==> config.mk <==
export PLATFORM = sky130hd
export DESIGN_NAME = fifo_wr_status
export DESIGN_NICKNAME = d
export VERILOG_FILES = /design/src/rtl/fifo_wr_status.sv
export SDC_FILE = /design/constraint.sdc
export NUM_CORES = 1
export LEC_CHECK = 0
export BUFFER_PORTS_ARGS = -buffer_cell sky130_fd_sc_hd__buf_2
export CAP_MARGIN = 15
export CORE_UTILIZATION = 55
export DETAILED_ROUTE_END_ITERATION = 8
export MAX_ROUTING_LAYER = met4
export PLACE_DENSITY_LB_ADDON = 0.05
export SLEW_MARGIN = 0
export SYNTH_ARGS = -nofsm -noshare
export SYNTH_HDL_FRONTEND = slang
export SYNTH_SLANG_ARGS = --single-unit
==> constraint.sdc <==
create_clock -name clk -period 6.7 [get_ports clk]
set_input_delay 0.335 -clock clk [delete_from_list [all_inputs] [get_ports clk]]
set_output_delay 0.335 -clock clk [all_outputs]
set_load 0.02 [all_outputs]
==> src/rtl/fifo_wr_status.sv <==
// Write-side status generator for an async FIFO.
// Synchronizes the read-domain Gray pointer into the write clock and derives
// registered full, almost_full, fill level and a sticky overflow flag from the
// same next-pointer value the write pointer block will load.
module fifo_wr_status #(
    parameter int ADDR         = 5,
    parameter int AFULL_THRESH = 28,
    parameter int SYNC_STAGES  = 2
) (
    input  logic          clk,
    input  logic          reset,
    input  logic          wr_op,
    input  logic [ADDR:0] wr_binary,
    input  logic [ADDR:0] rd_gray_async,
    output logic          full,
    output logic          almost_full,
    output logic [ADDR:0] wr_level,
    output logic          overflow
);

    localparam logic [ADDR:0] AFULL_VAL = AFULL_THRESH[ADDR:0];

    // Gray to binary: top bit copied, each lower bit folds in the bit above it.
    function automatic logic [ADDR:0] gray_to_bin(input logic [ADDR:0] gray);
        logic [ADDR:0] bin;
        bin[ADDR] = gray[ADDR];
        for (int i = ADDR - 1; i >= 0; i--) begin
            bin[i] = bin[i + 1] ^ gray[i];
        end
        return bin;
    endfunction

    // Binary to Gray for the next write pointer.
    function automatic logic [ADDR:0] bin_to_gray(input logic [ADDR:0] bin);
        return bin ^ (bin >> 1);
    endfunction

    logic [ADDR:0] sync_r [SYNC_STAGES];
    logic [ADDR:0] rd_gray_s;
    logic [ADDR:0] rd_bin_s;
    logic          accept_s;
    logic [ADDR:0] wr_next_s;
    logic [ADDR:0] wr_gray_next_s;
    logic [ADDR:0] full_match_s;
    logic [ADDR:0] level_next_s;
    logic          full_next_s;
    logic          afull_next_s;

    logic          full_r;
    logic          almost_full_r;
    logic [ADDR:0] wr_level_r;
    logic          overflow_r;

    // Plain flop chain carrying the read Gray pointer into the write clock.
    always_ff @(posedge clk or posedge reset) begin
        if (reset) begin
            for (int s = 0; s < SYNC_STAGES; s++) begin
                sync_r[s] <= {(ADDR + 1){1'b0}};
            end
        end else begin
            sync_r[0] <= rd_gray_async;
            for (int s = 1; s < SYNC_STAGES; s++) begin
                sync_r[s] <= sync_r[s - 1];
            end
        end
    end

    assign rd_gray_s = sync_r[SYNC_STAGES - 1];
    assign rd_bin_s  = gray_to_bin(rd_gray_s);

    // Next-state status computed from the pointer the write block is about to load.
    always_comb begin
        accept_s       = wr_op & ~full_r;
        wr_next_s      = wr_binary + {{ADDR{1'b0}}, accept_s};
        wr_gray_next_s = bin_to_gray(wr_next_s);
        // Full when the next write Gray pointer equals the read Gray pointer
        // with its two top bits inverted (one full lap ahead).
        full_match_s   = {~rd_gray_s[ADDR:ADDR-1], rd_gray_s[ADDR-2:0]};
        full_next_s    = (wr_gray_next_s == full_match_s);
        level_next_s   = wr_next_s - rd_bin_s;
        afull_next_s   = (level_next_s >= AFULL_VAL);
    end

    // Status registers; overflow is sticky until reset.
    always_ff @(posedge clk or posedge reset) begin
        if (reset) begin
            full_r        <= 1'b0;
            almost_full_r <= 1'b0;
            wr_level_r    <= {(ADDR + 1){1'b0}};
            overflow_r    <= 1'b0;
        end else begin
            full_r        <= full_next_s;
            almost_full_r <= afull_next_s;
            wr_level_r    <= level_next_s;
            overflow_r    <= overflow_r | (wr_op & full_r);
        end
    end

    assign full        = full_r;
    assign almost_full = almost_full_r;
    assign wr_level    = wr_level_r;
    assign overflow    = overflow_r;

endmodule

==> impl_metrics.env <==
export IMPL_status="completed"
export IMPL_yosysWarnings=0
export IMPL_worstPathMaxFanout=5
export IMPL_fin_setup_tns_ns=0
export IMPL_vias=789
export IMPL_power_density_nw_per_um2=295
export IMPL_netlist_cell_type_count=30
export IMPL_timing_slew_headroom_pct=48.9
export IMPL_fin_nets=149
export IMPL_syn_num_nets=122
export IMPL_power_w=0.000385
export IMPL_cpPeakStageDelay_ns=0.51
export IMPL_start_kind="flop"
export IMPL_port_buffer_count=23
export IMPL_finalSetupViolCount=0
export IMPL_detail_route_iter0_violations=17
export IMPL_cap_violations=0
export IMPL_clkTransAtPathRegs_ns=0.12
export IMPL_final_util_pct=67.2
export IMPL_grt_max_degree=22
export IMPL_cts_setup_buffers=0
export IMPL_gp_congestion=0.838
export IMPL_postCtsHoldBufs=0
export IMPL_rsz0062_at_grt="no"
export IMPL_fill_cells=166
export IMPL_fp_dieW_um=47.4
export IMPL_netlist_area_um2=1130
export IMPL_cp_end_kind="flop"
export IMPL_clk_insertion_delay_late_ns=0.32
export IMPL_num_io_pins=24
export IMPL_overflow=0
export IMPL_hold_viol=0
export IMPL_period_share_pct=44.9
export IMPL_clockBufferDepth=2
export IMPL_worst_path_max_delay_cell="xor3_2"
export IMPL_grt_pass1_vias=704
export IMPL_hp_class="primary input to flop"
export IMPL_worst_slew_pin_transition_ns=0.766
export IMPL_cts_htree_levels=1
export IMPL_dieArea_um2=2240
export IMPL_diodes=0
export IMPL_period_needed_ns=3.01
export IMPL_core_rowCount=16
export IMPL_drc=0
export IMPL_antenna_found_initial=0
export IMPL_track_usage_pct=19.4
export IMPL_avgSynthCellArea_um2=11.4
export IMPL_cts_root_buf="clkbuf_4"
export IMPL_crit_top_cell="xnor2_1"
export IMPL_syn_inst=99
export IMPL_area_growth_syn_to_layout_pct=15.2
export IMPL_final_cell_mix="buf_2 (23), dfrtp_1 (21), inv_1 (10), xnor2_1 (10), ha_1 (7)"
export IMPL_clock_sinks=21
export IMPL_grt_pass1_wl_um=2810
export IMPL_die_h_um=47.4
export IMPL_r2r_slack_ns=3.69
export IMPL_cp_required_ns=6.90
export IMPL_final_max_slew_viol_count=0
export IMPL_numCtsBuffers=3
export IMPL_worstPathCellList="xor3_2 > xnor2_2 > xor2_1 > xnor2_1 > ha_1 > fa_1 > nand2b_1 > o21ai_1 > xnor2_1 > o22ai_1"
export IMPL_final_common_cell="buf_2"
export IMPL_routed_wl_um=1940
export IMPL_firstDrtPassIters=4
export IMPL_vdd_drop_max_uv=207
export IMPL_power_leakage_nw=0.658
export IMPL_crit_type="flop to flop"
export IMPL_cts_tree="done"
export IMPL_yosysSeqAreaShare_pct=46.4
export IMPL_drive_above_1_share_pct=24.8
export IMPL_ys_ff_latch=21
export IMPL_critPathArrivalTime_ns=3.21
export IMPL_fmax_ghz=0.332
export IMPL_viasPerCell=5.19
export IMPL_core_area_um2=1940
export IMPL_fin_skew_ns=0.0124
export IMPL_cts_resized=0
export IMPL_start_util_pct=58.3
export IMPL_drtAntennaViolNets=0
export IMPL_dpl_hpwl_um=1530
export IMPL_drt_wirelength_per_cell_um=12.8
Yosys cell counts:
cell type / instances / area share (%)
nor2_1: 5 / 1.7
or3_1: 3 / 1.7
o221a_2: 1 / 0.99
o21a_1: 1 / 0.66
nor3_1: 3 / 1.3
and2_1: 1 / 0.55
xor3_2: 1 / 2.2
o22ai_1: 1 / 0.55
nand2b_1: 2 / 1.1
mux2i_1: 3 / 2.7
xnor2_1: 10 / 7.7
nand2_1: 1 / 0.33
o21ai_1: 2 / 0.88
buf_1: 1 / 0.33
a21oi_1: 3 / 1.3
a211oi_1: 2 / 1.3
mux2_2: 1 / 0.99
fa_1: 1 / 1.8
inv_1: 10 / 3.3
and3_1: 2 / 1.1
xnor2_2: 1 / 1.4
xnor3_1: 2 / 4.0
nor2b_1: 2 / 1.1
o21ai_0: 1 / 0.44
ha_1: 7 / 7.7
nand3_1: 5 / 2.2
nand4_1: 1 / 0.55
a21o_1: 2 / 1.3
xor2_1: 3 / 2.3
dfrtp_1: 21 / 46
sequential cells by signal, summed over array words and instances (netlist names):
signal and cells:
wr_level 6, overflow 1, almost_full 1, full 1
sync_r 6, rd_gray_s 6
metrics by stage:
stage                     hold slack, ns  area (um2)  instances  worst slack [ns]
after CTS                          0.113        1310        152              3.68
after detailed placement           0.335        1280        148              3.65
after global routing               0.109        1310        152              3.52
after global placement             0.332        1280        148              3.72
final                              0.110        1310        152              3.69
after floorplan                    0.312        1130         99              3.97
kinds of logic after synthesis:
kind of cell | after synthesis | synth area share, %
xor+xnor | 17 | 17.7
flops | 21 | 46.4
compound gates | 13 | 7.51
buf+inv | 11 | 3.65
fa+ha+maj | 8 | 9.50
simple gates | 25 | 11.6
mux | 4 | 3.65
routing by layer:
metal / global-route usage [%] / part of all wire (%)
met1: 22.1 / 46
met2: 30.7 / 47
met3: 4.23 / 5.1
met4: 12.0 / 2.3
met5: - / 0
worst max-delay path: cells and delay by family, from the launching register on:
family | cells | cell delay (ns)
AO/OA/AOI/OAI | 2 | 0.29
XOR/XNOR | 5 | 1.39
adder cells (fa/ha/maj) | 2 | 0.63
flip-flops | 1 | 0.43
AND/OR/NAND/NOR | 1 | 0.16
where the power goes:
group | switching, W | internal [W]
Combinational | 0.0000962 | 0.0000678
Clock | 0.0000388 | 0.0000224
Sequential | 0.00000819 | 0.000152
area by class of cell:
type / instances / area [um2] / share of cell area, %
Clock buffer: 3 / 22.5 / 1.73
Sequential cell: 21 / 526 / 40.3
Tap cell: 27 / 33.8 / 2.59
Timing Repair Buffer: 23 / 115 / 8.82
Multi-Input combinational cell: 67 / 566 / 43.3
Inverter: 10 / 37.5 / 2.88
Clock inverter: 1 / 5.00 / 0.384
final timing paths:
check	start	endpoint	depth (start not counted)
setup / recovery	rd_gray_s[5]	almost_full	10
hold / removal	rd_gray_async[2]	sync_r[8]	1
setup reg to reg	rd_gray_s[5]	almost_full	10
hold reg to reg	sync_r[7]	rd_gray_s[1]	0
max in group asynchronous	reset	overflow	2
min in group asynchronous	reset	wr_level[4]	2
Note: power is estimated with default switching activity, not from simulation.
